File: config.mk
export PLATFORM = sky130hd
export DESIGN_NAME = alarm_tone_driver_flat
export DESIGN_NICKNAME = d
export VERILOG_FILES = /design/src/rtl/alarm_tone_driver_if.sv /design/src/rtl/alarm_tone_driver.sv /design/src/flat_wrapper.sv
export SDC_FILE = /design/constraint.sdc
export NUM_CORES = 1
export LEC_CHECK = 0
export ABC_AREA = 1
export CAP_MARGIN = 30
export CORE_AREA = 2 2 95 97
export CTS_CLUSTER_DIAMETER = 200
export DETAILED_ROUTE_END_ITERATION = 10
export DIE_AREA = 0 0 97 99
export GPL_TIMING_DRIVEN = 0
export HOLD_SLACK_MARGIN = 0.03
export PLACE_DENSITY = 0.53
export RECOVER_POWER = 100
export SYNTH_ARGS = -nofsm -noshare
export SYNTH_HDL_FRONTEND = slang
export SYNTH_SLANG_ARGS = --single-unit
File: constraint.sdc
create_clock -name clk -period 4.6 [get_ports clk]
set_input_delay 0.46 -clock clk [delete_from_list [all_inputs] [get_ports clk]]
set_output_delay 0.46 -clock clk [all_outputs]
set_load 0.02 [all_outputs]
File: src/rtl/alarm_tone_driver_if.sv
// alarm_tone_driver_if: buzzer request/control inputs and tone/status outputs of the alarm tone driver.
interface alarm_tone_driver_if #(parameter int CW = 8);
    logic [2:0]    buzz_in;
    logic          mute;
    logic          clr_cnt;
    logic          tone_out;
    logic [1:0]    active;
    logic [CW-1:0] event_cnt1;
    logic [CW-1:0] event_cnt2;
    logic [CW-1:0] event_cnt3;
    modport master (
        output buzz_in, mute, clr_cnt,
        input  tone_out, active, event_cnt1, event_cnt2, event_cnt3
    );
    modport slave (
        input  buzz_in, mute, clr_cnt,
        output tone_out, active, event_cnt1, event_cnt2, event_cnt3
    );
endinterface

File: src/rtl/alarm_tone_driver.sv
// alarm_tone_driver: turns the highest-priority buzzer level into a cadenced square-wave tone
// and keeps saturating per-channel alarm-event counters.
module alarm_tone_driver #(
    parameter int DIV1    = 50,
    parameter int DIV2    = 100,
    parameter int DIV3    = 200,
    parameter int ON_CYC  = 64,
    parameter int OFF_CYC = 32,
    parameter int CW      = 8
) (
    input logic clk,
    input logic reset,
    alarm_tone_driver_if.slave bus
);
    localparam int DMAX = (DIV1 > DIV2) ? ((DIV1 > DIV3) ? DIV1 : DIV3) : ((DIV2 > DIV3) ? DIV2 : DIV3);
    localparam int CMAX = (ON_CYC > OFF_CYC) ? ON_CYC : OFF_CYC;
    localparam int DW   = $clog2(DMAX + 1);
    localparam int KW   = $clog2(CMAX + 1);

    typedef enum logic [1:0] {IDLE, ON, OFF} state_t;

    state_t        state, state_n;
    logic [1:0]    act, act_n, sel;
    logic          tone, tone_n, held, go;
    logic [DW-1:0] div_cnt, div_n, div_top;
    logic [KW-1:0] cad_cnt, cad_n;
    logic [2:0]    buzz_prev, rise;
    logic [CW-1:0] cnt [3];

    assign sel = bus.buzz_in[2] ? 2'd3 : bus.buzz_in[1] ? 2'd2 : bus.buzz_in[0] ? 2'd1 : 2'd0;
    // act==0 shifts the mask out entirely, so IDLE never counts as holding a channel
    assign held = |(bus.buzz_in & (3'b001 << (act - 2'd1)));
    assign div_top = (act == 2'd3) ? DW'(DIV3 - 1) : (act == 2'd2) ? DW'(DIV2 - 1) : DW'(DIV1 - 1);

    always_comb begin
        state_n = state;
        act_n   = act;
        tone_n  = tone;
        div_n   = div_cnt;
        cad_n   = cad_cnt;
        go      = 1'b0;
        if (bus.mute || !held) begin
            state_n = IDLE;
            act_n   = 2'd0;
            tone_n  = 1'b0;
            div_n   = '0;
            cad_n   = '0;
            go      = !bus.mute && |bus.buzz_in;
        end else if (sel > act) begin
            go = 1'b1;
        end else if (state == ON) begin
            if (cad_cnt == KW'(ON_CYC - 1)) begin
                state_n = OFF;
                tone_n  = 1'b0;
                div_n   = '0;
                cad_n   = '0;
            end else begin
                cad_n  = cad_cnt + 1'b1;
                div_n  = (div_cnt == div_top) ? '0 : div_cnt + 1'b1;
                tone_n = (div_cnt == div_top) ? ~tone : tone;
            end
        end else if (cad_cnt == KW'(OFF_CYC - 1)) begin
            go = 1'b1;
        end else begin
            cad_n = cad_cnt + 1'b1;
        end
        if (go) begin
            state_n = ON;
            act_n   = sel;
            tone_n  = 1'b1;
            div_n   = '0;
            cad_n   = '0;
        end
    end

    always_ff @(posedge clk or posedge reset) begin
        if (reset) begin
            state   <= IDLE;
            act     <= 2'd0;
            tone    <= 1'b0;
            div_cnt <= '0;
            cad_cnt <= '0;
        end else begin
            state   <= state_n;
            act     <= act_n;
            tone    <= tone_n;
            div_cnt <= div_n;
            cad_cnt <= cad_n;
        end
    end

    assign rise = bus.buzz_in & ~buzz_prev;

    // clear wins over a coincident rising edge; counts stick at all-ones
    always_ff @(posedge clk or posedge reset) begin
        if (reset) begin
            buzz_prev <= 3'b000;
            cnt       <= '{default: '0};
        end else begin
            buzz_prev <= bus.buzz_in;
            for (int i = 0; i < 3; i++)
                if (bus.clr_cnt) cnt[i] <= '0;
                else if (rise[i] && cnt[i] != '1) cnt[i] <= cnt[i] + 1'b1;
        end
    end

    assign bus.tone_out   = tone;
    assign bus.active     = act;
    assign bus.event_cnt1 = cnt[0];
    assign bus.event_cnt2 = cnt[1];
    assign bus.event_cnt3 = cnt[2];
endmodule

File: src/flat_wrapper.sv
// flat-port wrapper written by rule: the top's interface ports become plain ports
module alarm_tone_driver_flat 
#(
    parameter int DIV1    = 50,
    parameter int DIV2    = 100,
    parameter int DIV3    = 200,
    parameter int ON_CYC  = 64,
    parameter int OFF_CYC = 32,
    parameter int CW      = 8
)
  (clk, reset, bus_buzz_in, bus_mute, bus_clr_cnt, bus_tone_out, bus_active, bus_event_cnt1, bus_event_cnt2, bus_event_cnt3);
  alarm_tone_driver_if #(.CW(CW)) bus_i ();
  input logic clk;
  input logic reset;
  input wire logic [$bits(bus_i.buzz_in)-1:0] bus_buzz_in;
  input wire logic [$bits(bus_i.mute)-1:0] bus_mute;
  input wire logic [$bits(bus_i.clr_cnt)-1:0] bus_clr_cnt;
  output wire logic [$bits(bus_i.tone_out)-1:0] bus_tone_out;
  output wire logic [$bits(bus_i.active)-1:0] bus_active;
  output wire logic [$bits(bus_i.event_cnt1)-1:0] bus_event_cnt1;
  output wire logic [$bits(bus_i.event_cnt2)-1:0] bus_event_cnt2;
  output wire logic [$bits(bus_i.event_cnt3)-1:0] bus_event_cnt3;
  assign bus_i.buzz_in = bus_buzz_in;
  assign bus_i.mute = bus_mute;
  assign bus_i.clr_cnt = bus_clr_cnt;
  assign bus_tone_out = bus_i.tone_out;
  assign bus_active = bus_i.active;
  assign bus_event_cnt1 = bus_i.event_cnt1;
  assign bus_event_cnt2 = bus_i.event_cnt2;
  assign bus_event_cnt3 = bus_i.event_cnt3;
  alarm_tone_driver #(.DIV1(DIV1), .DIV2(DIV2), .DIV3(DIV3), .ON_CYC(ON_CYC), .OFF_CYC(OFF_CYC), .CW(CW)) u_core (.clk(clk), .reset(reset), .bus(bus_i));
endmodule
### Yosys cells after proc, flatten, opt, wreduce, memory -nomap -nowiden

Cells that the tools add are included.
W data, S select, Z words.

* register bits: 47
* bits in latches: 0
* bits in writable memories: 0
* bits in read-only memories: 0
* output and inout bits: 27
* memories kept: 0

* add/sub/neg operators: 6
* $mul: 0
* div/mod/pow operators: 0
* order comparisons: 1
* eq/ne operators: 11
* shift operators: 1
* multiplexer cells: 40
* bitwise gates (word level): 4
* reductions and logical operators: 20

Operators with widths (count)
* $mux W8: 13
* $mux W7: 7
* $add A8 B1 Y8 const B: 4
* $ne A8 B8 Y1 const B: 3
* $mux W2: 9
* $mux W1: 11
* $eq A8 B8 Y1: 1
* $reduce_bool A2 Y1: 4
* $add A7 B1 Y7 const B: 1
* $eq A7 B5 Y1 const B: 1
* $eq A7 B6 Y1 const B: 1
* $and A3 B3 Y3: 2
* $reduce_and A3 Y1: 2
* $reduce_bool A3 Y1: 2
* $reduce_or A3 Y1: 2
* $eq A2 B2 Y1 const B: 2
* $logic_and A1 B1 Y1: 4
* $ne A4 B1 Y1 const B: 1
* $reduce_and A2 Y1: 2
* $reduce_bool A4 Y1: 1
* $ne A3 B1 Y1 const B: 1
* $not A3 Y3: 1
* $shl A1 B2 Y3 const A: 1
* $eq A2 B1 Y1 const B: 1
* 5 further kinds: 6

### Depth between registers and ports, before layout

Gate-level depths: netlist of run 1.

* depth after elaboration: 10
* mapped depth: 15
* mapped depth without buffers: 15

### Worst setup path before layout of run 1

Ideal clock, no wire load.

* path kind: input to register
* start point: input port bus_buzz_in[2]
* end point: register u_core.cad_cnt[2]
* library setup time: 0.080 ns
* arrival time: 1.751 ns
* data required time: 4.520 ns
* setup slack: 2.769 ns
* stages on the path: 12
* buffers on the path: 0
* cell sequence: nor2_1 > inv_1 > ha_1 > nand2_1 > nand2_1 > nand2_1 > inv_1 > nor2_2 > nand2_4 > nand2_4 > nand2_1 > nor3_2

* longest elaborated chain between the ends: 7
* elaborated cells between the ends (all ways): 15

RTL lines
* start: declaration: line flat_wrapper.sv:15 `input wire logic [$bits(bus_i.buzz_in)-1:0] bus_buzz_in;`
* branches (longest 7 deep; another with $gt A2 B2 Y1)
* end signal: assignment: line alarm_tone_driver.sv:88 `cad_cnt <= cad_n;`
* end: declaration: line alarm_tone_driver.sv:26 `logic [KW-1:0] cad_cnt, cad_n;`

Several ways; the timed one is not identified.
A chain may end at the register's enable or synchronous reset.

==> metrics.yaml, run 1 <==
routedWlPerCell_um: 11.3
drive_gt1_share_pct: 4.50
coreArea_mm2: 0.00855
cts_hold_buf: 0
whs_ps: 476
critical_path_class: "input pin to asynchronous set/reset pin"
grt-ovfl-total: 0
timing.rr.start: "u_core.bus.active[1]"
maxSlewViolCount: 38
r2r-end: "u_core.cad_cnt[2]"
hold_viol_final: 0
startpoint: "reset"
grt_pass1_wl_mm: 10.1
fin_util_pct: 37.9
critPathMaxFanout: 37
synth_edf_count: 0
violations: "max-capacitance violations, max-slew violations"
firstDrtPassIters: 4
cts_buffers: 5
die_x_um: 97
synth_top_area_share_pct: 43.4
hold_depth: 1
cp-end-kind: "asynchronous set/reset pin"
yosys_warnings: 0
post_dp_cell_area_mm2: 0.00319
synth_seq_cells: 47
io_pins: 34
synthSimpleGateAreaFrac_pct: 33.2
fin_setup_tns_ps: 0
yosysUniqueCellTypes: 31
cts_setup_buffers: 0
fin_skew_ps: 6.51
drt_iter0_drc: 83
worstPathArrival_ps: 2820
synth_compound_area_share_pct: 8.13
cts_sinks: 47
drcViolationCount: 0
clk_latency_ps: 310
ys_top_cells_by_area: "dfrtp_1 43%, nand2_1 12%, inv_1 6.9%"
clockBufferDepth: 2
final-setup-viol-count: 0
die_area_mm2: 0.00960
ys_async_sr_fraction_pct: 100
io_buffers: 33
postSynthAreaPerCell_um2: 7.56
die_h_um: 99
ctsResizeCount: 0
vias: 2349
maxCapViolations: 1
hold_end: "u_core.cad_cnt[0]"
dp_hpwl_mm: 4.36
finalCritPeriodShare_pct: 60.8
start_kind: "input pin"
rsz0062_at_grt: "no"
synthXorXnorAreaFrac_pct: 4.21
drt_wl_total_mm: 5.72
status: "finished with violations"
tightest_slew_ps: 2010
netlist_top_cells_count: "90 x nand2_1, 50 x inv_1, 47 x dfrtp_1"
finalCriticalPeriod_ps: 2800
clock.fmax_ghz: 0.358
p_leak_nw: 1.61
antenna_found_initial: 0
synth_top_cell_by_area: "dfrtp_1"
yosysSeqAreaShare_pct: 43.4
synthesis.area_mm2: 0.00271
synthFlopType: "dfrtp_1"
hp-class: "flop to flop"
crit_path_max_incr_delay_ps: 1480
rrSetupSlack_ps: 2400
synth_top_family_by_area: "simple AND/OR/NAND/NOR gates"
slowest_stage: "clkbuf_1"
synth_fa_ha_area_share_pct: 3.23
relSlewSlack_pct: -33.9
avgViaCountPerCell: 4.62
rows: 34
gp_congestion: 0.842
cts_tree: "built"
gr-usage-all-layers_pct: 12.6
final_cell_area_mm2: 0.00324
syn2layout_area_growth_pct: 19.8
vdd_drop_max_uv: 112
powerDensity_mw_per_mm2: 269
first_global_vias: 2155
cts-root-buf: "clkbuf_8"
initial_core_util_pct: 31.7
yosysMostFrequentCell: "nand2_1"
nFillCells: 929
h-tree-depth: 2
path_clk_slew_ps: 90
fin_nets: 413
num_antenna_cells: 0
path_cells: "dlygate4sd3_1 > inv_1 > clkbuf_1"
synthMuxAreaShare_pct: 0
hold_start: "u_core.cad_cnt[0]"
synthCells: 358
antenna_left: 0
cp_data_required_time_ps: 4630
synth_nets: 372
ff2ff_path_depth: 11
grt_max_degree: 38
==> flip-flops by register name (all words and copies together) (netlist names) <==
name	cells
u_core.bus.event_cnt3	8
u_core.cad_cnt	7
u_core.bus.event_cnt2	8
u_core.buzz_prev	3
u_core.bus.tone_out	1
u_core.state	2
u_core.div_cnt	8
u_core.bus.active	2
u_core.bus.event_cnt1	8
==> layout by cell type, fill, tap and decap left out, drive strengths merged, types with 2 or more instances in the layout <==
cell type / n
dfrtp: 47
xor2: 10
o31ai: 2
ha: 7
nand2: 95
or2: 4
dlygate4sd3: 31
nand4: 6
clkbuf: 10
nand3: 32
o21ai: 23
a21oi: 12
inv: 53
nor3: 9
xnor2: 3
clkdlybuf4s50: 2
nor2: 49
==> worst max-delay path by stage <==
stage	cells after the start	endpoint	slack (ps)
6_report	3	u_core.bus.active[0]	1800
4_1_cts	13	u_core.cad_cnt[2]	2360
3_5_place_dp	13	u_core.cad_cnt[2]	2030
3_3_place_gp	2	u_core.bus.event_cnt1[1]	1930
5_1_grt	3	u_core.bus.active[0]	1290
2_1_floorplan	12	u_core.cad_cnt[2]	2770
==> report_power, final <==
part,switching (mW),internal [mW]
Sequential,0.0117,0.424
Clock,0.150,0.179
Combinational,0.0736,0.0351
==> area by class of cell <==
class                      count  area [µm²]  area share [%]
sequential                    47        1180            36.3
multi-input combinational    256        1270            39.2
clock inverter                 2        38.8            1.20
clock buffer                   6        82.6            2.55
tap                          108         135            4.17
buffer                         3        11.3           0.347
inverter                      52         195            6.02
timing repair buffer          34         334            10.3
==> metal layers <==
metal | routed length (µm) | global-route usage (%) | share of wire [%]
met5 | 0 | 0 | 0
met4 | 78 | 4.23 | 1.4
met3 | 167 | 2.34 | 2.9
met2 | 2610 | 20.6 | 46
met1 | 2860 | 16.8 | 50
==> logic make-up after synthesis <==
group	Yosys count
AND/OR/NAND/NOR	196
buffers and inverters	55
flip-flops	47
AO/OA/AOI/OAI	40
XOR/XNOR	13
adder cells (fa/ha/maj)	7
==> worst max-delay path, delay by kind of cell <==
family                 cells  cell delay [ps]
buffers and inverters      3             2330
==> stage by stage <==
step / cells / worst slack (ps) / power (mW)
after CTS: 508 / 2360 / 0.904
after global placement: 499 / 1930 / 0.565
after global routing: 508 / 1290 / 0.926
after floorplan: 358 / 2770 / 0.524
after detailed placement: 500 / 2030 / 0.568
final: 508 / 1800 / 0.874
Power figures use the tool's default switching activity.
==> inputs of run 2 (changes only) <==
--- a/config.mk
+++ b/config.mk
@@ -13,7 +13,7 @@
 export DIE_AREA = 0 0 97 99
 export GPL_TIMING_DRIVEN = 0
 export HOLD_SLACK_MARGIN = 0.03
-export PLACE_DENSITY = 0.53
+export PLACE_DENSITY = 0.55
 export RECOVER_POWER = 100
 export SYNTH_ARGS = -nofsm -noshare
 export SYNTH_HDL_FRONTEND = slang
==> constraint.sdc (replaced) <==
create_clock -name clk -period 2.4 [get_ports clk]
set_input_delay 0.24 -clock clk [delete_from_list [all_inputs] [get_ports clk]]
set_output_delay 0.24 -clock clk [all_outputs]
set_load 0.02 [all_outputs]
==> metrics.yaml, run 2 (synthesis results as in run 1) <==
clock.fmax_ghz: 0.474
tightest_slew_ps: 850  # -1160 ps
antenna_found_initial: 0  # unchanged
cts_hold_buf: 0  # unchanged
drive_gt1_share_pct: 5.25  # +0.75 points
cts_buffers: 5  # unchanged
grt-ovfl-total: 0  # unchanged
rsz0062_at_grt: "no"
rows: 34  # unchanged
avgViaCountPerCell: 4.51  # -2.5%
vdd_drop_max_uv: 248  # +120%
register_area_mm2: 0.00118  # unchanged
cts_sinks: 47  # unchanged
hp-class: "input pin to asynchronous set/reset pin"
maxCapViolations: 0  # -1
fin_skew_ps: 9.80  # +3.28 ps
fin_nets: 413  # unchanged
critical_path_class: "input pin to flop"
p_leak_nw: 1.62  # +0.74%
clk_latency_ps: 310  # about the same
h-tree-depth: 2  # unchanged
clockBufferDepth: 2  # unchanged
drcViolationCount: 0  # unchanged
die_area_mm2: 0.00960  # unchanged
io_buffers: 33  # unchanged
coreArea_mm2: 0.00855  # unchanged
finalCritPeriodShare_pct: 87.9
maxSlewViolCount: 0  # -100%
p_total_mw: 1.69  # +93%
syn2layout_area_growth_pct: 20.3
dpl_worst_slack_ps: 25.5  # -2000 ps
finalCriticalPeriod_ps: 2110
grt_pass1_wl_mm: 10.2  # +1.4%
worstPathArrival_ps: 2340  # -480 ps
final_common_cell: "nand2_1"
vias: 2290  # -2.5%
first_global_vias: 2176  # +0.97%
gp_congestion: 0.847  # +0.58%
num_antenna_cells: 0  # unchanged
cts_tree: "built"
cp_data_required_time_ps: 2630  # -2000 ps
io_pins: 34  # unchanged
status: "finished, final reports clean"
powerDensity_mw_per_mm2: 519  # +93%
critPathMaxFanout: 6  # -84%
hold_viol_final: 0  # unchanged
initial_core_util_pct: 31.7  # unchanged
routedWlPerCell_um: 11.4  # +1.5%
ctsResizeCount: 0  # unchanged
relSlewSlack_pct: 42.8  # +77 points
start_kind: "input pin"
cp-end-kind: "flop"
gr-usage-all-layers_pct: 13.1  # +0.49 points
cts_setup_buffers: 0  # unchanged
cts-root-buf: "clkbuf_8"
grt_max_degree: 33  # -13%
nFillCells: 882  # -5.1%
layout_common_cells: "92 x nand2_1, 51 x inv_1, 47 x dfrtp_1, 45 x nor2_1, 32 x nand3_1"
final-setup-viol-count: 0  # unchanged
firstDrtPassIters: 4  # unchanged
drt_iter0_drc: 74  # -11%
path_clk_slew_ps: 90  # about the same
antenna_left: 0  # unchanged
multi_input_area_mm2: 0.00128  # +0.98%
die_x_um: 97  # unchanged
dp_hpwl_mm: 4.33  # -0.70%
setup_ws_ps: 290  # -1510 ps
die_h_um: 99  # unchanged
drt_wl_total_mm: 5.81  # +1.5%
run 2: stage by stage:
stage               utilization, %  area [µm²]  std cells  hold WS [ps]  TNS (ps)
floorplan                        -        2710        358           271         0
detailed placement            37.3        3190        500           451         0
global placement              37.1        3170        499           446     -2410
finish                        38.1        3260        508           436         0
global route                  38.1        3260        508           491         0
CTS                           38.8        3310        508           233         0
run 2: worst paths after layout:
check	from	endpoint	slack, ps	cells past startpoint
max in group asynchronous	reset	u_core.bus.event_cnt3[2]	770	3
max reg2reg	u_core.bus.event_cnt2[1]	u_core.bus.event_cnt2[7]	310	8
min in group clk	u_core.cad_cnt[0]	u_core.cad_cnt[0]	460	1
max	bus_buzz_in[0]	u_core.cad_cnt[2]	290	15
min	reset	u_core.div_cnt[6]	440	2
min reg2reg	u_core.cad_cnt[0]	u_core.cad_cnt[0]	460	1
run 2: power breakdown:
group / internal, mW / switching (mW) / leakage (nW) / total, mW
combinational: 0.0711 / 0.148 / 0.917 / 0.219
clock: 0.343 / 0.293 / 0.0618 / 0.636
sequential: 0.813 / 0.0218 / 0.639 / 0.835
total: 1.23 / 0.463 / 1.62 / 1.69
run 2: layer usage:
metal / global-route usage, % / vias up / share of wire, %
li1: - / 1218 / -
met1: 17.7 / 1019 / 49
met2: 20.5 / 43 / 45
met3: 2.70 / 10 / 3.7
met4: 5.09 / 0 / 2.2
met5: 0 / - / 0
run 2: critical path: stages:
cell	delay, ps
dlygate4sd3_1	600
inv_1	110
nor2_1	50
nor2_1	150
ha_1	170
inv_1	40
nand2_1	50
nand2_1	50
nand2_1	120
inv_1	70
nor2_2	180
nand2_4	110
nand2_4	110
nand2_1	130
nor3_1	170
run 2: final cells by class:
type                       instances  share of cell area [%]
clock buffer                       6                    2.53
tap                              108                    4.15
sequential                        47                    36.1
inverter                          52                    5.99
clock inverter                     2                    1.19
multi-input combinational        256                    39.4
timing repair buffer              34                    10.3
buffer                             3                   0.346
==> inputs of run 3 (changes only) <==
--- a/config.mk
+++ b/config.mk
@@ -8,7 +8,6 @@
 export ABC_AREA = 1
 export CAP_MARGIN = 30
 export CORE_AREA = 2 2 95 97
-export CTS_CLUSTER_DIAMETER = 200
 export DETAILED_ROUTE_END_ITERATION = 10
 export DIE_AREA = 0 0 97 99
 export GPL_TIMING_DRIVEN = 0
==> results of run 3 <==
Final layout, timing and power as in run 2 (identical DEF).
